[config.mk]
export PLATFORM = sky130hd
export DESIGN_NAME = if_fetch_unit
export DESIGN_NICKNAME = d
export VERILOG_FILES = /design/src/rtl/fetch_pkg.sv /design/src/rtl/if_fetch_unit.sv
export SDC_FILE = /design/constraint.sdc
export NUM_CORES = 1
export LEC_CHECK = 0
export CAP_MARGIN = 30
export CORE_ASPECT_RATIO = 1.5
export CORE_UTILIZATION = 55
export CTS_BUF_LIST = sky130_fd_sc_hd__clkbuf_4 sky130_fd_sc_hd__clkbuf_8 sky130_fd_sc_hd__clkbuf_16
export DETAILED_ROUTE_END_ITERATION = 8
export DONT_BUFFER_PORTS = 1
export PLACE_DENSITY = 0.76
export SLEW_MARGIN = 20
export SYNTH_ARGS = -nofsm -noshare
export SYNTH_HDL_FRONTEND = slang
export SYNTH_SLANG_ARGS = --single-unit
export TNS_END_PERCENT = 100
[constraint.sdc]
create_clock -name clk -period 11.25 [get_ports clk]
set_input_delay 1.6875 -clock clk [delete_from_list [all_inputs] [get_ports clk]]
set_output_delay 1.6875 -clock clk [all_outputs]
set_load 0.01 [all_outputs]
[src/rtl/fetch_pkg.sv]
// Shared constants and state encoding for the instruction fetch stage.
package fetch_pkg;

    localparam logic [31:0] NOP_INSTR   = 32'h0000_0013;
    localparam int          INSTR_BYTES = 4;

    typedef enum logic [1:0] {
        REQ  = 2'b00,
        WAIT = 2'b01,
        HOLD = 2'b10,
        DROP = 2'b11
    } fetch_state_e;

endpackage

[src/rtl/if_fetch_unit.sv]
// Instruction fetch stage: owns the PC, issues one outstanding imem request at a time,
// and presents registered out_valid/out_pc/out_instr to the IF/ID register.
module if_fetch_unit
    import fetch_pkg::*;
#(
    parameter int                   BUS_WIDTH   = 64,
    parameter int                   INSTR_WIDTH = 32,
    parameter logic [BUS_WIDTH-1:0] RESET_PC    = '0
) (
    input  logic                   clk,
    input  logic                   rst,
    input  logic                   stall,
    input  logic                   redirect_valid,
    input  logic [BUS_WIDTH-1:0]   redirect_pc,
    output logic                   imem_req_valid,
    input  logic                   imem_req_ready,
    output logic [BUS_WIDTH-1:0]   imem_req_addr,
    input  logic                   imem_resp_valid,
    input  logic [INSTR_WIDTH-1:0] imem_resp_data,
    output logic                   out_valid,
    output logic [BUS_WIDTH-1:0]   out_pc,
    output logic [INSTR_WIDTH-1:0] out_instr
);

    localparam logic [BUS_WIDTH-1:0]   PC_STEP    = BUS_WIDTH'(INSTR_BYTES);
    localparam logic [BUS_WIDTH-1:0]   ALIGN_MASK = ~BUS_WIDTH'(INSTR_BYTES - 1);
    localparam logic [INSTR_WIDTH-1:0] NOP        = INSTR_WIDTH'(NOP_INSTR);

    fetch_state_e           state_q,      state_d;
    logic [BUS_WIDTH-1:0]   pc_q,         pc_d;
    logic                   out_valid_q,  out_valid_d;
    logic [BUS_WIDTH-1:0]   out_pc_q,     out_pc_d;
    logic [INSTR_WIDTH-1:0] out_instr_q,  out_instr_d;
    logic [BUS_WIDTH-1:0]   hold_pc_q,    hold_pc_d;
    logic [INSTR_WIDTH-1:0] hold_instr_q, hold_instr_d;

    logic                   req_fire;
    logic [BUS_WIDTH-1:0]   target_pc;
    logic [BUS_WIDTH-1:0]   pc_next;

    // The request is gated by rst so nothing is issued while reset is held.
    assign imem_req_valid = (state_q == REQ) && !rst;
    assign imem_req_addr  = pc_q;
    assign req_fire       = imem_req_valid && imem_req_ready;
    assign target_pc      = redirect_pc & ALIGN_MASK;
    assign pc_next        = pc_q + PC_STEP;

    assign out_valid = out_valid_q;
    assign out_pc    = out_pc_q;
    assign out_instr = out_instr_q;

    always_comb begin
        // NOTE: every signal gets a default before any branch, so no path leaves it unassigned and no latch is inferred.
        state_d      = state_q;
        pc_d         = pc_q;
        out_valid_d  = stall ? out_valid_q : 1'b0;
        out_pc_d     = out_pc_q;
        out_instr_d  = out_instr_q;
        hold_pc_d    = hold_pc_q;
        hold_instr_d = hold_instr_q;

        // A redirect flushes the output even under stall.
        if (redirect_valid) begin
            out_valid_d = 1'b0;
        end

        unique case (state_q)
            REQ: begin
                if (redirect_valid) begin
                    pc_d    = target_pc;
                    state_d = req_fire ? DROP : REQ;
                end else if (req_fire) begin
                    state_d = WAIT;
                end
            end

            WAIT: begin
                if (redirect_valid) begin
                    pc_d    = target_pc;
                    state_d = imem_resp_valid ? REQ : DROP;
                end else if (imem_resp_valid) begin
                    pc_d = pc_next;
                    if (!stall) begin
                        out_valid_d = 1'b1;
                        out_pc_d    = pc_q;
                        out_instr_d = imem_resp_data;
                        state_d     = REQ;
                    end else begin
                        hold_pc_d    = pc_q;
                        hold_instr_d = imem_resp_data;
                        state_d      = HOLD;
                    end
                end
            end

            DROP: begin
                if (redirect_valid) begin
                    pc_d = target_pc;
                end
                if (imem_resp_valid) begin
                    state_d = REQ;
                end
            end

            HOLD: begin
                if (redirect_valid) begin
                    pc_d         = target_pc;
                    hold_pc_d    = '0;
                    hold_instr_d = NOP;
                    state_d      = REQ;
                end else if (!stall) begin
                    out_valid_d = 1'b1;
                    out_pc_d    = hold_pc_q;
                    out_instr_d = hold_instr_q;
                    state_d     = REQ;
                end
            end

            default: begin
                state_d = REQ;
            end
        endcase
    end

    always_ff @(posedge clk or posedge rst) begin
        if (rst) begin
            state_q      <= REQ;
            pc_q         <= RESET_PC;
            out_valid_q  <= 1'b0;
            out_pc_q     <= '0;
            out_instr_q  <= NOP;
            hold_pc_q    <= '0;
            hold_instr_q <= NOP;
        end else begin
            // NOTE: non-blocking assignments so every flop samples its pre-edge inputs regardless of statement order.
            state_q      <= state_d;
            pc_q         <= pc_d;
            out_valid_q  <= out_valid_d;
            out_pc_q     <= out_pc_d;
            out_instr_q  <= out_instr_d;
            hold_pc_q    <= hold_pc_d;
            hold_instr_q <= hold_instr_d;
        end
    end

endmodule
==> reports/results.env, run 1 <==
FINALSETUPVIOLCOUNT=0
SYNTH_SEQ_CELLS=253
CTS_ROOT_BUF='sky130_fd_sc_hd__clkbuf_16'
GRT_PASS1_VIAS=9090
OVERFLOW=0
CTS_REPAIR_RESIZE_COUNT=0
POSTROUTEANTENNANETS=0
CTS_BUFFERS=24
CAP_VIOL_MAX_COUNT=0
MOST_INSTANTIATED_LIBRARY_CELL_AFTER_SYNTHESIS='sky130_fd_sc_hd__dfrtp_1'
FINCLKSKEW_NS=0.01728
POST_CTS_BUFFERS=0
MAX-VDD-IR-DROP_mV=0.1590
TOTAL_POWER_W=0.003062
POST_SYNTH_INSTANCE_AREA_UM2=11900
DIEAREA_UM2=22240
LAYOUT.CELL_AREA.NON_FILLER_UM2=12890
FIRST_PASS_ITERATION_COUNT_OF_THE_DETAILED_ROUTER=7
POSTLAYOUTCOREUTIL_PCT=60.95
DRTITER0DRC=569
CTS_CLK_PIN_SLEW_WORST_PATHS_NS=0.07
SYNTH-WARNING-COUNT=0
SETUP-TNS-FINAL_NS=0
START_UTIL_PCT=56.28
GRT_USAGE_PCT=28.36
GRT_MAX_DEGREE=110
YS.FLOP_TYPE='sky130_fd_sc_hd__dfrtp_1'
SYNTH.TOP_CELLS.BY_COUNT='sky130_fd_sc_hd__dfrtp_1 (247), sky130_fd_sc_hd__nand2_1 (160), sky130_fd_sc_hd__o21ai_0 (132), sky130_fd_sc_hd__mux2i_1 (98), sky130_fd_sc_hd__a22o_1 (87)'
POWER.DENSITY_CELL_AREA_nW_PER_UM2=237.6
TIMING.MAX_SLEW.REL_SLACK_PCT=35.73
NETLIST_INSTANCES=1138
CTS.SINK_COUNT=253
POST_LAYOUT_NETS=1203
GRT_PASS1_WL_MM=49.65
SYNTH_EDF_COUNT=0
CTS-ROOT-TO-SINK-BUFFERS=3
YOSYSTOPAREACELLSHARE_PCT=51.94
POST_DP_HPWL_MM=21.19
NUM_ANTENNA_CELLS=0
STATIC-LEAKAGE-POWER_nW=5.466
WORST-ENDPOINT-REQUIRED_NS=11.61
DRC_VIOLATIONS_LEFT=0
WIRE_PER_INST_UM=22.87
NUMBER_OF_I_O_PORT_BUFFERS=0
CRITICAL_PATH_ARRIVAL_NS=4.61
SYNTH.TOP_CELLS.BY_AREA='sky130_fd_sc_hd__dfrtp_1 (52%), sky130_fd_sc_hd__mux2i_1 (8.2%), sky130_fd_sc_hd__a22o_1 (6.4%), sky130_fd_sc_hd__o21ai_0 (5.6%), sky130_fd_sc_hd__nand2_1 (5.0%)'
GPL.FINAL_WEIGHTED_CONGESTION=0.8471
YOSYSTOPAREACELL='sky130_fd_sc_hd__dfrtp_1'
TIMING.CRITICAL_PATH.FANOUT_MAX=106
TRITONCTS='yes'
WL_MM=31.56
PERIOD_NEEDED_NS=4.243
RSZ0062_AT_GRT='no'
OUTCOME='finished, final reports clean'
CRITICAL_PATH.ENDPOINT_TYPE='register'
CLASS_OF_THE_WORST_HOLD_PATH='reg2reg'
POST_SYNTHESIS_AVERAGE_CELL_AREA_UM2=10.46
IO_PINS=264
CORE_AREA_UM2=21150
DIE_WIDTH_UM=122.1
AREA_GROWTH_PCT=8.296
PATH_CLASS='reg2reg'
SEQ_AREA_FRAC_SYNTH_PCT=53.26
DRIVE_ABOVE_1_SHARE_PCT=8.453
TIMING_HOLD_VIOLATIONS_FINAL=0
CLOCK_TREE.HTREE_LEVEL_COUNT=1
TIMING.FINAL.CRIT_SHARE_PCT=37.71
ASYNCSETRESETFLOPFRACSYNTH_PCT=100.0
PLACED_AREA_UM2=11950
CLK-INSERTION-DELAY-LATE_NS=0.53
TIMING_MAX_TRANSITION_VIOLATIONS_FINAL=0
NETLIST-CELL-TYPE-COUNT=70
TIGHTESTPINTRANSITION_NS=0.9640
HOLD_BUFFERS=0
DETAIL_ROUTE.VIAS_PER_CELL=6.483
ANTENNA_FOUND_INITIAL=0
CP-START-KIND='register'
MAX_CLOCK_FREQ_MHz=235.7
ROW_COUNT=65
DIE_HEIGHT_UM=182.2
DR_TOTAL_VIAS=8947
-- metrics by stage --
| stage | setup slack, ns | hold WS, ns | instances |
|---|---|---|---|
| finish | 7.007 | 0.4870 | 1380 |
| global route | 6.574 | 0.5119 | 1380 |
| CTS | 6.964 | 0.4910 | 1376 |
| detailed placement | 6.975 | 0.4747 | 1332 |
| global placement | 7.034 | 0.4633 | 1331 |
| floorplan | 2.616 | 0.4496 | 1141 |
-- flip-flops by register name, indices dropped and copies added (netlist names) --
name and cells:
out_instr 32, hold_pc_q 62, state_q 2, out_valid 1
imem_req_addr 62, out_pc 62, hold_instr_q 32
-- critical path, stage by stage, from the launching register on --
cell and delay (ns):
sky130_fd_sc_hd__dfrtp_1 0.43, sky130_fd_sc_hd__inv_1 0.16, sky130_fd_sc_hd__ha_4 0.71, sky130_fd_sc_hd__buf_4 0.83, sky130_fd_sc_hd__inv_1 0.17, sky130_fd_sc_hd__o21ai_0 0.34
sky130_fd_sc_hd__nand2_4 0.46, sky130_fd_sc_hd__buf_4 0.56, sky130_fd_sc_hd__nand2_1 0.19, sky130_fd_sc_hd__o21ai_0 0.10
-- routing by layer --
layer	global-route usage [%]	share of wire [%]
met3	7.250	8.8
met1	34.38	38
met5	0	0
met4	14.10	4.8
met2	46.51	48
-- cell type report --
type | instances | area [µm²]
clock buffer | 34 | 713.2
clock inverter | 10 | 142.6
fill | 1750 | 8258
inverter | 12 | 52.55
multi-input combinational | 790 | 5160
sequential | 253 | 6339
tap | 268 | 335.3
timing repair buffer | 13 | 145.1
-- where the power goes --
group          switching [W]  internal, W
registers           0.000353      0.00125
logic               0.000304     0.000281
clock network       0.000358     0.000514
total                0.00102      0.00205
-- cells by family after synthesis --
| logic type | after synthesis | synth area share (%) |
|---|---|---|
| DFF | 253 | 53.26 |
| AOI/OAI and AO/OA | 300 | 16.93 |
| muxes | 100 | 8.432 |
| xor gates and xnor gates | 22 | 1.619 |
| other | 1 | 0.03151 |
| buffers and inverters | 98 | 3.743 |
| adders and majority gates | 7 | 0.7360 |
| and+or+nand+nor | 357 | 15.25 |
-- cell usage in the layout (no fill, tap or decap), types with 12 or more instances in the layout --
cell type and n:
sky130_fd_sc_hd__nor2_1 35, sky130_fd_sc_hd__a22o_1 87, sky130_fd_sc_hd__and4_1 13, sky130_fd_sc_hd__nor3_1 16, sky130_fd_sc_hd__o21ai_0 132, sky130_fd_sc_hd__clkbuf_16 24, sky130_fd_sc_hd__xnor2_1 15, sky130_fd_sc_hd__mux2i_1 98
sky130_fd_sc_hd__a31oi_1 21, sky130_fd_sc_hd__dfrtp_1 247, sky130_fd_sc_hd__nand2_1 159, sky130_fd_sc_hd__a21oi_1 12, sky130_fd_sc_hd__nor4_1 18, sky130_fd_sc_hd__nand3_1 27, sky130_fd_sc_hd__nand4_1 24
-- final timing paths --
check	startpoint	to	slack [ns]	cells after the start
worst min-delay path	hold_pc_q[13]$_DFFE_PP0P_	hold_pc_q[13]$_DFFE_PP0P_	0.49	2
worst max register to register	state_q[0]$_DFFE_PP0P_	out_pc[47]$_DFFE_PP0P_	7.01	9
min in group asynchronous	rst	hold_pc_q[4]$_DFFE_PP0P_	1.12	1
worst min register to register	hold_pc_q[13]$_DFFE_PP0P_	hold_pc_q[13]$_DFFE_PP0P_	0.49	2
max in group asynchronous	rst	out_instr[1]$_DFFE_PP1P_	8.88	3
worst max-delay path	state_q[0]$_DFFE_PP0P_	out_pc[47]$_DFFE_PP0P_	7.01	9
Note: power is estimated with default switching activity, not from simulation.
==> run 2: changes to the inputs <==
--- a/config.mk
+++ b/config.mk
@@ -11,7 +11,7 @@
 export CTS_BUF_LIST = sky130_fd_sc_hd__clkbuf_4 sky130_fd_sc_hd__clkbuf_8 sky130_fd_sc_hd__clkbuf_16
 export DETAILED_ROUTE_END_ITERATION = 8
 export DONT_BUFFER_PORTS = 1
-export PLACE_DENSITY = 0.76
+export PLACE_DENSITY = 0.79
 export SLEW_MARGIN = 20
 export SYNTH_ARGS = -nofsm -noshare
 export SYNTH_HDL_FRONTEND = slang
==> constraint.sdc (replaced) <==
create_clock -name clk -period 3.85 [get_ports clk]
set_input_delay 0.5775 -clock clk [delete_from_list [all_inputs] [get_ports clk]]
set_output_delay 0.5775 -clock clk [all_outputs]
set_load 0.01 [all_outputs]
==> run 2 against run 1 <==
Effect of this change:
- flip-flop and latch count unchanged
- combinational power rose to 3.0 times the previous value
- register-to-register slack worse by 6.0 ns
- routed wire length fell by 2.9%
- via count fell by 0.96%
- global-route usage down 1.1 points
- cell area decreased by 0.38%
- sequential share of layout area rose by 0.19 points
- first-iteration DRC count grew 8.1%
- critical endpoint is now out_instr[31]$_DFFE_PP0P_
- highest routed layer unchanged
==> reports/results.env, run 2 (same netlist as run 1, synthesis figures left out) <==
OUTCOME='finished, final reports clean'
SETUP.REG_TO_REG.WORST_SLACK_NS=0.97
INTPOWER_W=0.005870
CTS_REPAIR_RESIZE_COUNT=0
OVERFLOW=0
TIMING.MAX_SLEW.REL_SLACK_PCT=39.91
POWER_SWITCHING_SHARE_PCT=32.85
WIRE_PER_INST_UM=22.24
POSTROUTEANTENNANETS=0
START_UTIL_PCT=56.28
FIRST_PASS_ITERATION_COUNT_OF_THE_DETAILED_ROUTER=4
DRC_VIOLATIONS_LEFT=0
CTS_ROOT_BUF='sky130_fd_sc_hd__clkbuf_16'
POWER.DENSITY_CELL_AREA_nW_PER_UM2=680.9
CP-START-KIND='register'
TIMING.CRITICAL_PATH.FANOUT_MAX=84
TIMING.FINAL.CRIT_SHARE_PCT=74.82
PATH_DELAY_FAMILY='buffers and inverters'
MAX-VDD-IR-DROP_mV=0.4257
FINAL-SEQ-AREA_UM2=6339
FINAL_CELL_MIX='sky130_fd_sc_hd__dfrtp_1 (247), sky130_fd_sc_hd__nand2_1 (159), sky130_fd_sc_hd__o21ai_0 (132), sky130_fd_sc_hd__mux2i_1 (98), sky130_fd_sc_hd__a22o_1 (87)'
WORSTREG2REGSTART='state_q[0]$_DFFE_PP0P_'
CLK-INSERTION-DELAY-LATE_NS=0.51
FINALSETUPVIOLCOUNT=0
ROW_COUNT=65
WORSTPATHBUFFERINVERTERCOUNT=4
CTS_CLK_PIN_SLEW_WORST_PATHS_NS=0.07
CAP_VIOL_MAX_COUNT=0
PATH_CELLS='inv_1 -> ha_4 -> buf_4 -> inv_1 -> o21ai_0 -> nand2_4 -> buf_4 -> nand2_1 -> o21ai_0'
GRT_USAGE_PCT=27.27
CLOCK_TREE.HTREE_LEVEL_COUNT=1
PERIOD_NEEDED_NS=2.881
DETAIL_ROUTE.VIAS_PER_CELL=6.435
LAYOUT.FILLER_CELLS=1675
ANTENNA_FOUND_INITIAL=0
DIEAREA_UM2=22240
WORST-ENDPOINT-REQUIRED_NS=4.19
P_SW_W=0.002871
WORST_SETUP_PATH_ENDPOINT='out_instr[31]$_DFFE_PP0P_'
PLACE.DETAILED.INSTANCES=1337
TRITONCTS='yes'
WORSTSETUPPATHDEPTH=9
TIMING_MAX_TRANSITION_VIOLATIONS_FINAL=0
DIE_HEIGHT_UM=182.2
CTS-ROOT-TO-SINK-BUFFERS=3
POSTLAYOUTSETUPSLACKWORST_NS=0.9694
COMBINATIONAL_POWER_SHARE_PCT=19.7
NUM_ANTENNA_CELLS=0
MAX_CLOCK_FREQ_MHz=347.1
WL_MM=30.63
GRT_PASS1_WL_MM=47.58
TIGHTESTPINTRANSITION_NS=0.9014
AREA_OF_THE_MULTI_INPUT_GATES_UM2=5160
CORE_AREA_UM2=21150
DIE_WIDTH_UM=122.1
IO_PINS=264
LOGIC_DEPTH_OF_THE_WORST_REGISTER_TO_REGISTER_PATH=9
DR_TOTAL_VIAS=8861
DRIVE_ABOVE_1_SHARE_PCT=8.206
POST_DP_HPWL_MM=21.10
CP-STARTPOINT='state_q[0]$_DFFE_PP0P_'
TIMING_HOLD_VIOLATIONS_FINAL=0
HOLD_BUFFERS=0
CRITICAL_PATH.ENDPOINT_TYPE='register'
SEQ_POWER_SHARE_PCT=53.4
RSZ0062_AT_GRT='no'
FIN_CELLS=1377
CRITICAL_PATH.MAX_STAGE_DELAY_NS=0.68
NUMBER_OF_I_O_PORT_BUFFERS=0
STATIC-LEAKAGE-POWER_nW=5.438
SETUP-TNS-FINAL_NS=0
POSTLAYOUTCOREUTIL_PCT=60.72
GPL.FINAL_WEIGHTED_CONGESTION=0.8805
CLASS_OF_THE_WORST_HOLD_PATH='in2async'
POST_LAYOUT_NETS=1204
DRTITER0DRC=615
PRECTSSETUPSLACK_NS=1.006
POST_CTS_BUFFERS=0
AREA_GROWTH_PCT=7.886
CRITICAL_PATH_ARRIVAL_NS=3.22
WORST_PATH_MAX_DELAY_CELL='sky130_fd_sc_hd__buf_4'
CTS_BUFFERS=23
LAYOUT_COMMONEST_CELL='sky130_fd_sc_hd__dfrtp_1'
FINCLKSKEW_NS=0.01276
CTS.SINK_COUNT=253
REG_TO_REG_END='out_instr[31]$_DFFE_PP0P_'
CLOCK_NETWORK_FRACTION_OF_TOTAL_POWER_PCT=26.9
PATH_CLASS='reg2reg'
GRT_PASS1_VIAS=8738
GRT_MAX_DEGREE=107
==> run 2: power groups by stage <==
| stage | combinational [W] | clock [W] | sequential (W) |
|---|---|---|---|
| final | 0.00173 | 0.00235 | 0.00467 |
| after global routing | 0.00196 | 0.00249 | 0.00480 |
| after CTS | 0.00174 | 0.00239 | 0.00467 |
| after detailed placement | 0.00173 | 0 | 0.00470 |
| after global placement | 0.00163 | 0 | 0.00467 |
| after floorplan | 0.00145 | 0 | 0.00445 |
==> run 2: worst min path at each step <==
stage / to / from / depth (start not counted) / slack, ns
after floorplan: hold_pc_q[13]$_DFFE_PP0P_ / hold_pc_q[13]$_DFFE_PP0P_ / 2 / 0.45
after global placement: hold_pc_q[13]$_DFFE_PP0P_ / hold_pc_q[13]$_DFFE_PP0P_ / 2 / 0.46
after detailed placement: hold_pc_q[61]$_DFFE_PP0P_ / hold_pc_q[61]$_DFFE_PP0P_ / 2 / 0.47
after CTS: state_q[1]$_DFFE_PP0P_ / rst / 2 / 0.16
after global routing: out_pc[13]$_DFFE_PP0P_ / rst / 2 / 0.17
final: state_q[1]$_DFFE_PP0P_ / rst / 2 / 0.12
==> run 2: area by class of cell <==
class,count,area share (%)
Inverter,12,0.3801
Tap cell,268,2.612
Clock buffer,31,5.048
Clock inverter,8,0.9161
Timing Repair Buffer,15,1.481
Sequential cell,253,49.37
Multi-Input combinational cell,790,40.19
==> run 2: worst reg2reg max path, stage by stage (launching register included) <==
cell	delay [ns]
sky130_fd_sc_hd__dfrtp_1	0.42
sky130_fd_sc_hd__inv_1	0.17
sky130_fd_sc_hd__ha_4	0.17
sky130_fd_sc_hd__buf_4	0.68
sky130_fd_sc_hd__inv_1	0.20
sky130_fd_sc_hd__o21ai_0	0.34
sky130_fd_sc_hd__nand2_4	0.09
sky130_fd_sc_hd__buf_4	0.33
sky130_fd_sc_hd__nand2_1	0.20
sky130_fd_sc_hd__o21ai_0	0.11
==> run 2: layer usage <==
metal	wire length [µm]	vias to the layer above	track usage, %
met5	0	-	0
met4	1413	0	13.37
met3	2380	78	5.844
met2	14820	348	45.13
met1	12020	4352	33.52
li1	-	4083	-
==> run 2: metrics by stage <==
step,instance area [µm²],hold WS (ns),power (W)
global route,12840,0.1682,0.009239
detailed placement,12050,0.4747,0.006433
finish,12840,0.1165,0.008741
floorplan,11920,0.4496,0.005894
global placement,12020,0.4642,0.006306
CTS,12810,0.1637,0.008805
==> run 3: changes to the inputs <==
--- a/config.mk
+++ b/config.mk
@@ -5,13 +5,14 @@
 export SDC_FILE = /design/constraint.sdc
 export NUM_CORES = 1
 export LEC_CHECK = 0
+export ABC_AREA = 1
 export CAP_MARGIN = 30
 export CORE_ASPECT_RATIO = 1.5
 export CORE_UTILIZATION = 55
 export CTS_BUF_LIST = sky130_fd_sc_hd__clkbuf_4 sky130_fd_sc_hd__clkbuf_8 sky130_fd_sc_hd__clkbuf_16
 export DETAILED_ROUTE_END_ITERATION = 8
 export DONT_BUFFER_PORTS = 1
-export PLACE_DENSITY = 0.79
+export PLACE_DENSITY = 0.76
 export SLEW_MARGIN = 20
 export SYNTH_ARGS = -nofsm -noshare
 export SYNTH_HDL_FRONTEND = slang
==> constraint.sdc (replaced) <==
create_clock -name clk -period 2.9 [get_ports clk]
set_input_delay 0.435 -clock clk [delete_from_list [all_inputs] [get_ports clk]]
set_output_delay 0.435 -clock clk [all_outputs]
set_load 0.01 [all_outputs]
==> run 3 against run 2 <==
Effect of this change:
- first-iteration DRC count grew 18%
- highest routed layer is now met5
- cell area increased by 11%
- synthesized cell count increased by 51%
- critical path type unchanged
- maximum frequency grew 15%
- hold slack worse by 0.071 ns
- clock power increased by 39%
- worst setup slack worse by 0.58 ns
- area after synthesis grew 9.6%
- critical endpoint is now hold_instr_q[28]$_DFFE_PP0P_
==> reports/results.env, run 3 <==
GRT_PASS1_WL_MM=59.77
CTS-ROOT-TO-SINK-BUFFERS=3
CTS_CLK_PIN_SLEW_WORST_PATHS_NS=0.06
GRT_USAGE_PCT=31.68
DIE_WIDTH_UM=127.7
DIE_HEIGHT_UM=190.6
LAYOUT.CELL_AREA.NON_FILLER_UM2=14200
MAX-VDD-IR-DROP_mV=0.6094
OUTCOME='finished, final reports clean'
POST_CTS_BUFFERS=0
ROW_COUNT=68
CRITICAL_PATH.MAX_STAGE_DELAY_NS=0.42
TIMING.HOLD.WORST_PATH_DEPTH=1
POST_SYNTHESIS_AVERAGE_CELL_AREA_UM2=7.574
PATH_CLASS='reg2reg'
NUMBER_OF_I_O_PORT_BUFFERS=0
TIMING_HOLD_VIOLATIONS_FINAL=0
WL_MM=38.69
WORST_PATH_MAX_DELAY_CELL='sky130_fd_sc_hd__dfrtp_1'
GRT_PASS1_VIAS=10990
CTS_REPAIR_RESIZE_COUNT=0
SYNTH_SEQ_CELLS=253
POST_DP_HPWL_MM=27.84
CAP_VIOL_MAX_COUNT=0
SYNTH_AREA_IN_COMPOUND_GATES_PCT=14.12
POWER.DENSITY_CELL_AREA_nW_PER_UM2=1105
AREA_GROWTH_PCT=8.874
NETLIST-CELL-TYPE-COUNT=36
CTS.SINK_COUNT=253
IO_PINS=264
DRC_VIOLATIONS_LEFT=0
SYNTH_ADDER_AREA_SHARE_PCT=0.6715
FINAL_CELL_MIX='sky130_fd_sc_hd__nand2_1 (576), sky130_fd_sc_hd__dfrtp_1 (247), sky130_fd_sc_hd__nor2_1 (215), sky130_fd_sc_hd__nand3_1 (152)'
PERIOD_NEEDED_NS=2.514
CTS_ROOT_BUF='sky130_fd_sc_hd__clkbuf_16'
DRTITER0DRC=725
CLOCK_TREE.HTREE_LEVEL_COUNT=1
POSTLAYOUTSETUPSLACKWORST_NS=0.3864
CRITICAL_PATH_ARRIVAL_NS=2.96
GPL.FINAL_WEIGHTED_CONGESTION=0.9383
TIMING.CRITICAL_PATH.MODE_CELL='sky130_fd_sc_hd__inv_2'
FINCLKSKEW_NS=0.01370
SYNTH.TOP_CELLS.BY_COUNT='sky130_fd_sc_hd__nand2_1 (576), sky130_fd_sc_hd__dfrtp_1 (247), sky130_fd_sc_hd__nor2_1 (216), sky130_fd_sc_hd__nand3_1 (152)'
PRECTSSETUPSLACK_NS=0.4449
SYNTH-WARNING-COUNT=0
CRITICAL_PATH.ENDPOINT_TYPE='register'
CTS_BUFFERS=25
ASYNCSETRESETFLOPFRACSYNTH_PCT=100.0
LOGIC_DEPTH_OF_THE_WORST_REGISTER_TO_REGISTER_PATH=13
DIEAREA_UM2=24350
LAYOUT_COMMONEST_CELL='sky130_fd_sc_hd__nand2_1'
CORE_AREA_UM2=23140
NETLIST_INSTANCES=1722
SYNTHSIMPLEGATEAREAFRAC_PCT=30.04
YS.FLOP_TYPE='sky130_fd_sc_hd__dfrtp_1'
POSTLAYOUTCOREUTIL_PCT=61.36
OVERFLOW=0
YOSYSTOPAREACELLSHARE_PCT=47.39
DR_TOTAL_VIAS=11590
FIRST_PASS_ITERATION_COUNT_OF_THE_DETAILED_ROUTER=5
TIMING.FINAL.CRIT_SHARE_PCT=86.68
COMBINATIONAL_FAMILY_WITH_THE_MOST_AREA_AFTER_SYNTHESIS='simple AND/OR/NAND/NOR gates'
HOLD_BUFFERS=1
FINALSETUPVIOLCOUNT=0
CLK-INSERTION-DELAY-LATE_NS=0.54
CP-START-KIND='register'
TIGHTESTPINTRANSITION_NS=0.7992
WIRE_PER_INST_UM=19.05
YOSYS-MUX-AREA-FRACTION_PCT=0
PATH_CELLS='inv_1 -> ha_1 -> inv_2 -> nor2_2 -> inv_2 -> o21ai_2 -> a21oi_2 -> inv_2 -> nor2_4 -> inv_4 -> buf_4 -> nand2_1 -> o21ai_0'
DETAIL_ROUTE.VIAS_PER_CELL=5.704
TIMING_MAX_TRANSITION_VIOLATIONS_FINAL=0
STATIC-LEAKAGE-POWER_nW=6.336
TIMING.MAX_SLEW.REL_SLACK_PCT=46.72
RSZ0062_AT_GRT='no'
TIMING.CRITICAL_PATH.FANOUT_MAX=41
YOSYS.AREA_SHARE.XOR_XNOR_PCT=0.06715
SEQ_AREA_FRAC_SYNTH_PCT=48.60
POST_LAYOUT_NETS=1803
POST_SYNTH_INSTANCE_AREA_UM2=13040
ANTENNA_FOUND_INITIAL=5
SYNTH.TOP_CELLS.BY_AREA='sky130_fd_sc_hd__dfrtp_1 (47%), sky130_fd_sc_hd__nand2_1 (17%), sky130_fd_sc_hd__nor2_1 (6.2%), sky130_fd_sc_hd__nand3_1 (5.8%), sky130_fd_sc_hd__o21a_1 (5.2%)'
WORST-ENDPOINT-REQUIRED_NS=3.34
PLACED_AREA_UM2=13350
TOTAL_POWER_W=0.01570
CLASS_OF_THE_WORST_HOLD_PATH='in2reg'
POSTROUTEANTENNANETS=0
MOST_INSTANTIATED_LIBRARY_CELL_AFTER_SYNTHESIS='sky130_fd_sc_hd__nand2_1'
TRITONCTS='yes'
START_UTIL_PCT=56.36
SYNTH_EDF_COUNT=0
GRT_MAX_DEGREE=121
DRIVE_ABOVE_1_SHARE_PCT=6.188
YOSYSTOPAREACELL='sky130_fd_sc_hd__dfrtp_1'
MAX_CLOCK_FREQ_MHz=397.8
run 3: cell count changes after synthesis, moves of 53 or more:
| cell | previous run | this run |
|---|---|---|
| sky130_fd_sc_hd__inv_1 | 12 | 90 |
| sky130_fd_sc_hd__o21ai_1 | 0 | 53 |
| sky130_fd_sc_hd__o21a_1 | 2 | 91 |
| sky130_fd_sc_hd__nand3_1 | 27 | 152 |
| sky130_fd_sc_hd__nor2_1 | 36 | 216 |
| sky130_fd_sc_hd__nand2_1 | 160 | 576 |
| sky130_fd_sc_hd__mux2i_1 | 98 | 0 |
| sky130_fd_sc_hd__a22o_1 | 87 | 0 |
run 3: power breakdown:
part / internal (W) / switching (W) / total, W
registers: 0.00517 / 0.00205 / 0.00722
clock network: 0.00183 / 0.00143 / 0.00326
logic: 0.00190 / 0.00332 / 0.00522
total: 0.00889 / 0.00681 / 0.0157
run 3: final cells by class:
cell class	count	area [µm²]
clock inverters	16	152.6
clock buffers	30	663.1
well taps	315	394.1
diodes	3	7.507
inverters	98	375.4
fillers	2152	8942
repair buffers	32	367.9
flip-flops and latches	253	6339
multi-input cells	1284	5901
run 3: kinds of logic (layout without fill, tap and decap cells):
| family | after synthesis | in the layout |
|---|---|---|
| AOI/OAI and AO/OA | 301 | 301 |
| and+or+nand+nor | 971 | 971 |
| buffers and inverters | 188 | 176 |
| xor gates and xnor gates | 1 | 1 |
| other | 1 | 7 |
| DFF | 253 | 253 |
| adders and majority gates | 7 | 7 |
run 3: final timing paths:
path	start	to	slack (ns)
hold / removal	redirect_pc[22]	imem_req_addr[22]$_DFFE_PP0P_	0.05
min in group asynchronous	rst	out_valid$_DFF_PP0_	0.30
setup reg to reg	state_q[1]$_DFFE_PP0P_	hold_instr_q[28]$_DFFE_PP0P_	0.39
setup / recovery	state_q[1]$_DFFE_PP0P_	hold_instr_q[28]$_DFFE_PP0P_	0.39
max in group asynchronous	rst	imem_req_addr[38]$_DFFE_PP0P_	1.75
hold reg to reg	hold_instr_q[4]$_DFFE_PP1P_	hold_instr_q[4]$_DFFE_PP1P_	0.47
run 3: through the flow:
step           std cells  hold WS, ns  setup TNS [ns]
2_1_floorplan       1725       0.4420         -212.36
3_3_place_gp        1980       0.4523               0
3_5_place_dp        1980       0.4558               0
4_1_cts             2027      0.03767               0
5_1_grt             2031      0.04097               0
6_report            2031      0.04580               0
run 3: critical path, delay by kind of cell, from the launching register on:
family / cells / cell delay [ns]
buffers and inverters: 6 / 1.08
DFF: 1 / 0.42
and+or+nand+nor: 3 / 0.32
adders and majority gates: 1 / 0.30
AOI/OAI and AO/OA: 3 / 0.27
run 3: layer usage:
metal	global-route usage (%)	up-vias	share of wire [%]
met5	0	-	0.031
met4	18.05	2	6.4
met3	6.397	126	8.0
met2	53.01	502	48
met1	37.88	5409	38
li1	-	5546	-
